## src/rtl/alu_cmd_sequencer.sv

```systemverilog
// Purpose : in-order issue stage and result collector around a fixed-latency ALU.
// Latency : accept at end of cycle 0 -> alu_issue in cycle 1 -> out_valid in cycle 2+ALU_LAT.
// Backpressure: in_ready drops when the command FIFO is full; issue stalls at zero credits,
//               so the result FIFO can never overflow while out_ready is low.
//
// Ports:
//   clk, reset (async, active-low)
//   in_valid/in_ready/in_a/in_b/in_op          command sink (valid/ready)
//   alu_a/alu_b/alu_op/alu_issue               registered command to the ALU
//   alu_result                                 ALU result, ALU_LAT cycles after alu_issue
//   out_valid/out_ready/out_result/out_op      result source (valid/ready)
//   busy                                       anything queued, in flight or unread

// Small synchronous FIFO used for both the command and the result queue.
// Latency: head visible the cycle after push. Backpressure: caller must honour full/empty.
// Storage is not reset; the occupancy counter alone defines validity.
module alu_cmd_seq_fifo #(
    parameter int W     = 8,
    parameter int DEPTH = 4
) (
    input  logic         clk,
    input  logic         reset,
    input  logic         push,
    input  logic [W-1:0] push_dat,
    input  logic         pop,
    output logic [W-1:0] head_dat,
    output logic         full,
    output logic         empty
);
    localparam int AW = $clog2(DEPTH);
    localparam int CW = AW + 1;

    logic [W-1:0]  mem [DEPTH];
    logic [AW-1:0] wr_ptr;
    logic [AW-1:0] rd_ptr;
    logic [CW-1:0] cnt;

    always_ff @(posedge clk or negedge reset) begin
        if (!reset) begin
            wr_ptr <= '0;
            rd_ptr <= '0;
            cnt    <= '0;
        end else begin
            if (push) wr_ptr <= wr_ptr + AW'(1);
            if (pop)  rd_ptr <= rd_ptr + AW'(1);
            case ({push, pop})
                2'b10:   cnt <= cnt + CW'(1);
                2'b01:   cnt <= cnt - CW'(1);
                default: cnt <= cnt;
            endcase
        end
    end

    // Push into a full FIFO is legal when the head pops on the same edge:
    // the slot written is the one being vacated.
    always_ff @(posedge clk) begin
        if (push) mem[wr_ptr] <= push_dat;
    end

    assign head_dat = mem[rd_ptr];
    assign full     = (cnt == CW'(DEPTH));
    assign empty    = (cnt == '0);
endmodule

module alu_cmd_sequencer #(
    parameter int WIDTH     = 8,
    parameter int OP_W      = 3,
    parameter int CMD_DEPTH = 4,
    parameter int RES_DEPTH = 4,
    parameter int ALU_LAT   = 1
) (
    input  logic             clk,
    input  logic             reset,
    input  logic             in_valid,
    output logic             in_ready,
    input  logic [WIDTH-1:0] in_a,
    input  logic [WIDTH-1:0] in_b,
    input  logic [OP_W-1:0]  in_op,
    output logic [WIDTH-1:0] alu_a,
    output logic [WIDTH-1:0] alu_b,
    output logic [OP_W-1:0]  alu_op,
    output logic             alu_issue,
    input  logic [WIDTH-1:0] alu_result,
    output logic             out_valid,
    input  logic             out_ready,
    output logic [WIDTH-1:0] out_result,
    output logic [OP_W-1:0]  out_op,
    output logic             busy
);
    localparam int CRW = $clog2(RES_DEPTH + 1);

    typedef struct packed {
        logic [OP_W-1:0]  op;
        logic [WIDTH-1:0] a;
        logic [WIDTH-1:0] b;
    } cmd_t;

    typedef struct packed {
        logic [OP_W-1:0]  op;
        logic [WIDTH-1:0] result;
    } res_t;

    cmd_t            in_cmd;
    cmd_t            head_cmd;
    cmd_t            issue_cmd;
    res_t            cap_res;
    res_t            head_res;
    logic            cmd_full;
    logic            cmd_empty;
    logic            cmd_push;
    logic            cmd_pop;
    logic            res_full;
    logic            res_empty;
    logic            res_push;
    logic            res_pop;
    logic            accept;
    logic            issue;
    logic            run;
    logic [CRW-1:0]  credits;
    logic [ALU_LAT-1:0] pipe_vld;
    logic [OP_W-1:0]    pipe_op [ALU_LAT];

    // run holds in_ready low while reset is asserted and releases it on the first edge after.
    assign in_ready = run && !cmd_full;
    assign accept   = in_valid && in_ready;
    assign in_cmd   = '{op: in_op, a: in_a, b: in_b};

    // An empty command FIFO lets the arriving command issue on its accept edge,
    // which is what gives alu_issue in the cycle straight after acceptance.
    assign issue     = (!cmd_empty || accept) && (credits != '0);
    assign issue_cmd = cmd_empty ? in_cmd : head_cmd;
    assign cmd_pop   = issue && !cmd_empty;
    assign cmd_push  = accept && !(issue && cmd_empty);

    alu_cmd_seq_fifo #(.W($bits(cmd_t)), .DEPTH(CMD_DEPTH)) u_cmd_fifo (
        .clk      (clk),
        .reset    (reset),
        .push     (cmd_push),
        .push_dat (in_cmd),
        .pop      (cmd_pop),
        .head_dat (head_cmd),
        .full     (cmd_full),
        .empty    (cmd_empty)
    );

    always_ff @(posedge clk or negedge reset) begin
        if (!reset) begin
            run       <= 1'b0;
            alu_issue <= 1'b0;
            alu_a     <= '0;
            alu_b     <= '0;
            alu_op    <= '0;
            credits   <= CRW'(RES_DEPTH);
        end else begin
            run       <= 1'b1;
            alu_issue <= issue;
            if (issue) begin
                alu_a  <= issue_cmd.a;
                alu_b  <= issue_cmd.b;
                alu_op <= issue_cmd.op;
            end
            // One credit per result FIFO slot: taken at issue, returned when the result leaves.
            case ({issue, res_pop})
                2'b10:   credits <= credits - CRW'(1);
                2'b01:   credits <= credits + CRW'(1);
                default: credits <= credits;
            endcase
        end
    end

    // Latency pipe tracks which cycle's alu_result belongs to an issued command, and its op.
    always_ff @(posedge clk or negedge reset) begin
        if (!reset) begin
            pipe_vld <= '0;
            for (int i = 0; i < ALU_LAT; i++) pipe_op[i] <= '0;
        end else begin
            pipe_vld[0] <= alu_issue;
            pipe_op[0]  <= alu_op;
            for (int i = 1; i < ALU_LAT; i++) begin
                pipe_vld[i] <= pipe_vld[i-1];
                pipe_op[i]  <= pipe_op[i-1];
            end
        end
    end

    assign res_push = pipe_vld[ALU_LAT-1];
    assign cap_res  = '{op: pipe_op[ALU_LAT-1], result: alu_result};
    assign res_pop  = out_valid && out_ready;

    alu_cmd_seq_fifo #(.W($bits(res_t)), .DEPTH(RES_DEPTH)) u_res_fifo (
        .clk      (clk),
        .reset    (reset),
        .push     (res_push),
        .push_dat (cap_res),
        .pop      (res_pop),
        .head_dat (head_res),
        .full     (res_full),
        .empty    (res_empty)
    );

    assign out_valid  = !res_empty;
    // Storage is unreset, so mask the head while empty to keep the outputs at zero.
    assign out_result = res_empty ? '0 : head_res.result;
    assign out_op     = res_empty ? '0 : head_res.op;

    // The command sitting on alu_* is in flight as well, even before it enters the pipe.
    assign busy = !cmd_empty || alu_issue || (|pipe_vld) || !res_empty;

    // Credits guarantee a free slot for every capture; res_full is kept only for observability.
    logic unused_res_full;
    assign unused_res_full = res_full;
endmodule

```

## config.mk

```make
export PLATFORM = sky130hd
export DESIGN_NAME = alu_cmd_sequencer
export DESIGN_NICKNAME = d
export VERILOG_FILES = /design/src/rtl/alu_cmd_sequencer.sv
export SDC_FILE = /design/constraint.sdc
export NUM_CORES = 1
export LEC_CHECK = 0
export ABC_AREA = 0
export ABC_CLOCK_PERIOD_IN_PS = 3500
export CAP_MARGIN = 0
export CORE_ASPECT_RATIO = 1.75
export CORE_MARGIN = 2
export CORE_UTILIZATION = 34
export DETAILED_ROUTE_END_ITERATION = 8
export SLEW_MARGIN = 0
export SYNTH_ARGS = -nofsm -noshare
export SYNTH_HDL_FRONTEND = slang
export SYNTH_SLANG_ARGS = --single-unit
```

## constraint.sdc

```tcl
create_clock -name clk -period 3.5 [get_ports clk]
set_input_delay 1.05 -clock clk [delete_from_list [all_inputs] [get_ports clk]]
set_output_delay 1.05 -clock clk [all_outputs]
set_load 0.1 [all_outputs]
```

* After elaboration in Yosys (flattened, before gate mapping)
Memory sizes are Yosys's and may differ from the RTL's.
Index checks and enable logic that the tools add are counted.
** Operators by class
- Add/subtract/negate cells :: 10
- Equality and inequality tests :: 7
- Multiplexer cells :: 10
- Reductions and logical operators :: 21
** Operator list (count)
- 19-bit 2-to-1 mux :: 1
- 3-bit case mux with 2 select lines :: 3
- 3-bit by 1-bit adder with 3-bit output, second input constant :: 3
- 3-bit by 1-bit subtractor with 3-bit output, second input constant :: 3
- 2-bit by 1-bit adder with 2-bit output, second input constant :: 4
- 8-bit 2-to-1 mux :: 1
- 1-bit logical AND :: 7
- 2-bit by 1-bit equality test with 1-bit output, second input constant :: 3
- 2-bit equality test, second input constant :: 3
- 3-bit logical NOT :: 2
- 2-bit nonzero test :: 3
- 1-bit logical NOT :: 4
- 1-bit logical OR :: 4
- 1-bit 2-to-1 mux :: 4
- 3-bit equality test, second input constant :: 1
- 3-bit 2-to-1 mux :: 1
- 3-bit nonzero test :: 1
** Storage, ports and cells
- Flip-flop bits (word level) :: 42
- Memory bits (writable) :: 120
- Logic and storage cells :: 64
- Memories :: 2
** Memories
- u_cmd_fifo.mem :: words 4, width 19, read ports 1, clocked after Yosys merged registers in 0, wr ports 1, RTL line 33 : logic [W-1:0] mem [DEPTH];
- u_res_fifo.mem :: words 4, width 11, read ports 1, clocked after Yosys merged registers in 0, wr ports 1, RTL line 33

* Logic depth before layout (Yosys ltp)
- Depth in word-level cells :: 11
- Depth in mapped cells :: 10
- Gate-level depth less buffers :: 9

* Hierarchy
Synthesis repeated with hierarchy kept, for this count alone.
** Unflattened totals
- Cells, all modules :: 332
- Area, all modules :: 6617.6 um2
** By module, submodules not included
- alu_cmd_seq_fifo (u_cmd_fifo) :: times used 1, cells an instance 135, area each 3141.8 um2, sequential area each 2457.4 um2
- alu_cmd_seq_fifo (u_res_fifo) :: times used 1, cells an instance 94, area each 1990.7 um2, sequential area each 1496.4 um2
- alu_cmd_sequencer :: times used 1, cells an instance 103, area each 1485.2 um2, sequential area each 701.9 um2

* Worst setup path after synthesis
OpenSTA, ideal clock, no wires.
- Kind :: flip-flop to output port
- From :: register u_res_fifo.cnt[0]
- To :: output port out_op[0]
- Data arrival time :: 2.369 ns
- Path slack :: 0.081 ns
- Cell stages (with the launch flop) :: 4
- Buffers on the path :: 1
- Cells stage by stage :: dfrtp_1 or3_1 clkbuf_1 and2_1
** Between the ends
- Cells in the longest elaborated chain, start to end :: 2
** Ends and longest elaborated chain
- from (decl) :: RTL line 36 : logic [CW-1:0] cnt;
- from (signal assigned) :: RTL line 47 : 2'b10: cnt <= cnt + CW'(1);
- from (signal assigned) :: RTL line 48 : 2'b01: cnt <= cnt - CW'(1);
- from (signal assigned) :: RTL line 49 : default: cnt <= cnt;
- 3-bit logical NOT :: RTL line 62 : assign empty = (cnt == '0);
- 3-bit 2-to-1 mux :: RTL line 204 : assign out_op = res_empty ? '0 : head_res.op;
- to (decl) :: RTL line 87 : output logic [OP_W-1:0] out_op,
No other way between the ends.

* Worst setup path after layout
- From :: register u_res_fifo.cnt[0]
- To :: output port busy
** Between the ends
- Cells in the longest elaborated chain, start to end :: 3
** Ends and longest elaborated chain
- 3-bit logical NOT :: RTL line 62
- 1-bit logical NOT :: RTL line 207 : assign busy = !cmd_empty || alu_issue || (|pipe_vld) || !res_empty;
- 1-bit logical OR :: RTL line 207
- to (decl) :: RTL line 88 : output logic busy
No other way between the ends.

==> impl_metrics.csv <==
group,metric,value,unit
synthesis,async_reset_ff_share,25.9,%
sta,max_freq,313,MHz
synthesis,synth-edff-count,120,
worst_setup_path,cp_slowest_cell,"or3_1",
placed_design,port_buffers,64,
global_routing,track_usage,14.7,%
synthesis,synth_top_area_cell,"edfxtp_1",
sta,hold_viol_final,0,
worst_setup_path,crit_chain,"or3_1 -> or4_1 -> buf_12",
die,dieArea,20600,µm²
sta,rsz0062_at_grt,"false",
worst_setup_path,path_max_fanout,15,
die,rows,67,
die,dieHeight,188,µm
sta,setup_tns,0,ns
run,maxCapViolCount,0,
synthesis,synthesis.area,6610,µm²
worst_setup_path,cp_top_family,"simple AND/OR/NAND/NOR gates",
die,pin_count,65,
clocking,root_buffer,"clkbuf_16",
sta,period_share,91.2,%
finish,antennaDiodeCount,0,
global_routing,grt_first_pass_wirelength,22.2,mm
synthesis,syn_inst,400,
die,start_util,34.6,%
synthesis,yosys_warnings,0,
worst_setup_path,critPathBufInv,1,
clocking,max-clock-path-buffers,2,
worst_setup_path,cpPeakStageDelay,0.56,ns
die,die_width,109,µm
synthesis,synth_seq_cells,162,
synthesis,synth_area_per_cell,16.5,µm²
worst_setup_path,cp-end-kind,"primary output",
sta,setup_viol,0,
clocking,clock_latency,0.42,ns
placed_design,dp_hpwl,9.22,mm
clocking,cts_tree,"built",
clocking,clock_sinks,162,
clocking,post-cts-setup-buffers,0,
sta,maxSlewViolCount,0,
worst_setup_path,critPathLaunchType,"register",
routing,num_vias,3707,
run_status,status,"finished clean",
global_routing,antenna_found_initial,0,
synthesis,synth.distinct_cells,29,
worst_setup_path,arrival,2.14,ns
routing,drt_iter0_markers,193,
clocking,ctsResizeCount,0,
routing,avgViaCountPerCell,5.10,
finish,area_delta_synth_final,22.0,%
synthesis,syn_nets,445,
sta,slew_headroom,24.9,%
routing,final_antenna_net_count,0,
placed_design,gp_congestion,0.709,
global_routing,grt_pass1_vias,4006,
finish,drive_above_1_share,23.9,%
clocking,htreeDepth,4,
clocking,numCtsBuffers,17,
sta,fin_skew,0.00863,ns
synthesis,synth_top_area_share,54.5,%
clocking,path_clk_slew,0.07,ns
routing,drt-total-wl,14.0,mm
hold_path,worstHoldPathType,"register to register",
synthesis,ys.flop_type,"edfxtp_1",
synthesis,ys_seq_area_share,70.4,%
worst_setup_path,worstSetupPathType,"register to primary output",
worst_setup_path,required,2.45,ns
global_routing,overflow,0,
synthesis,synth_area_leaders,"edfxtp_1 54%, dfrtp_1 16%, mux4_2 10%",
global_routing,grt_max_degree,43,
sta,period_needed,3.19,ns
routing,routedWlPerCell,19.3,µm
die,core,19100,µm²
routing,drcViolationCount,0,
clocking,postCtsHoldBufs,0,
finish,fin_nets,518,
sta,tightestPinTransition,1.13,ns
routing,dr.pass1.iters,4,
==> area by class of cell <==
type | instances | area, µm²
Sequential cell | 162 | 4660
Inverter | 14 | 52.6
Multi-Input combinational cell | 199 | 1810
Clock buffer | 19 | 443
Fill cell | 1759 | 11000
Clock inverter | 13 | 126
Timing Repair Buffer | 79 | 676
Tap cell | 241 | 302
==> synthesized netlist by cell type, types with 6 or more instances <==
cell,number
ha_1,11
clkbuf_1,16
xor2_1,9
edfxtp_1,120
nand3_1,40
and2_1,21
nand2_1,21
mux4_2,30
dfrtp_1,41
nand4_1,38
buf_2,6
inv_1,14
xnor2_1,6
==> routing by layer <==
| layer | vias up | share of wire [%] | wire (µm) | global-route usage, % |
|---|---|---|---|---|
| met2 | 88 | 57 | 7980 | 27.1 |
| met3 | 18 | 3.6 | 506 | 3.91 |
| met5 | - | 0 | 0 | 0 |
| met1 | 1919 | 37 | 5250 | 15.5 |
| met4 | 0 | 1.9 | 271 | 5.40 |
| li1 | 1682 | - | - | - |
==> flip-flops by register name (all words and copies together), names as in the netlist <==
name / count
alu_issue: 1
pipe_op: 3
u_res_fifo.mem: 44
u_res_fifo.rd_ptr: 2
pipe_vld: 1
u_cmd_fifo.wr_ptr: 2
credits: 3
u_cmd_fifo.rd_ptr: 2
run: 1
u_cmd_fifo.cnt: 3
alu_op: 3
alu_b: 8
alu_a: 8
u_cmd_fifo.mem: 76
u_res_fifo.cnt: 3
u_res_fifo.wr_ptr: 2
==> worst register-to-register path, cell delays in order (launching register included) <==
cell	delay [ns]
dfrtp_1	0.44
or3_1	0.42
buf_4	0.25
o21ai_0	0.32
ha_1	0.25
inv_1	0.06
fa_1	0.38
xor2_1	0.15
nor2_1	0.12
xor2_1	0.17
==> per-stage QoR <==
step	util, %	cells	setup slack, ns	hold slack, ns	instance area, µm²
global placement	39.2	695	0.468	0.419	7500
floorplan	-	400	0.0807	0.434	6610
global route	42.2	727	0.170	0.446	8070
finish	42.2	727	0.308	0.439	8070
CTS	42.2	727	0.248	0.442	8070
detailed placement	39.2	695	0.355	0.428	7500
==> worst paths after layout <==
path	startpoint	endpoint	slack, ns	cells after the start
worst min-delay path	alu_op[0]$_DFFE_PN0P_	pipe_op[0]$_DFF_PN0_	0.44	0
max in group asynchronous	reset	alu_a[2]$_DFFE_PN0P_	1.96	1
min in group asynchronous	reset	pipe_op[2]$_DFF_PN0_	0.85	1
worst max-delay path	u_res_fifo.cnt[0]$_DFFE_PN0P_	busy	0.31	3
worst min register to register	alu_op[0]$_DFFE_PN0P_	pipe_op[0]$_DFF_PN0_	0.44	0
worst max register to register	u_cmd_fifo.cnt[1]$_DFFE_PN0P_	credits[2]$_DFFE_PN1P_	0.87	9
==> cells by family (layout without fill, tap and decap cells) <==
| kind of cell | after synthesis | in the layout | share of synthesized area, % |
|---|---|---|---|
| other | 1 | 1 | 0.0567 |
| buffers and inverters | 39 | 125 | 2.33 |
| AND/OR/NAND/NOR | 132 | 132 | 10.9 |
| multiplexers | 34 | 34 | 10.9 |
| XOR/XNOR | 15 | 15 | 1.99 |
| AO/OA/AOI/OAI | 3 | 3 | 0.454 |
| adder cells (fa/ha/maj) | 14 | 14 | 2.99 |
| flip-flops | 162 | 162 | 70.4 |
==> layout by cell type, fill, tap and decap left out, types with 2 or more instances in the layout <==
| cell | count |
|---|---|
| xnor2_1 | 6 |
| mux4_2 | 30 |
| clkdlybuf4s50_1 | 29 |
| nor2_1 | 4 |
| nand2_1 | 21 |
| inv_8 | 2 |
| clkinv_2 | 2 |
| o21ai_0 | 2 |
| ha_1 | 11 |
| fa_1 | 3 |
| or3_1 | 3 |
| and2_1 | 21 |
| clkbuf_16 | 17 |
| inv_1 | 14 |
| clkinv_4 | 3 |
| inv_6 | 3 |
| nand4_1 | 38 |
| buf_4 | 48 |
| dfrtp_1 | 41 |
| edfxtp_1 | 120 |
| nand3_1 | 40 |
| mux2i_1 | 2 |
| xor2_1 | 9 |
Power is left out: the tool's default activity adds up to more than one toggle a clock period on the data nets, which glitch-free logic cannot reach.
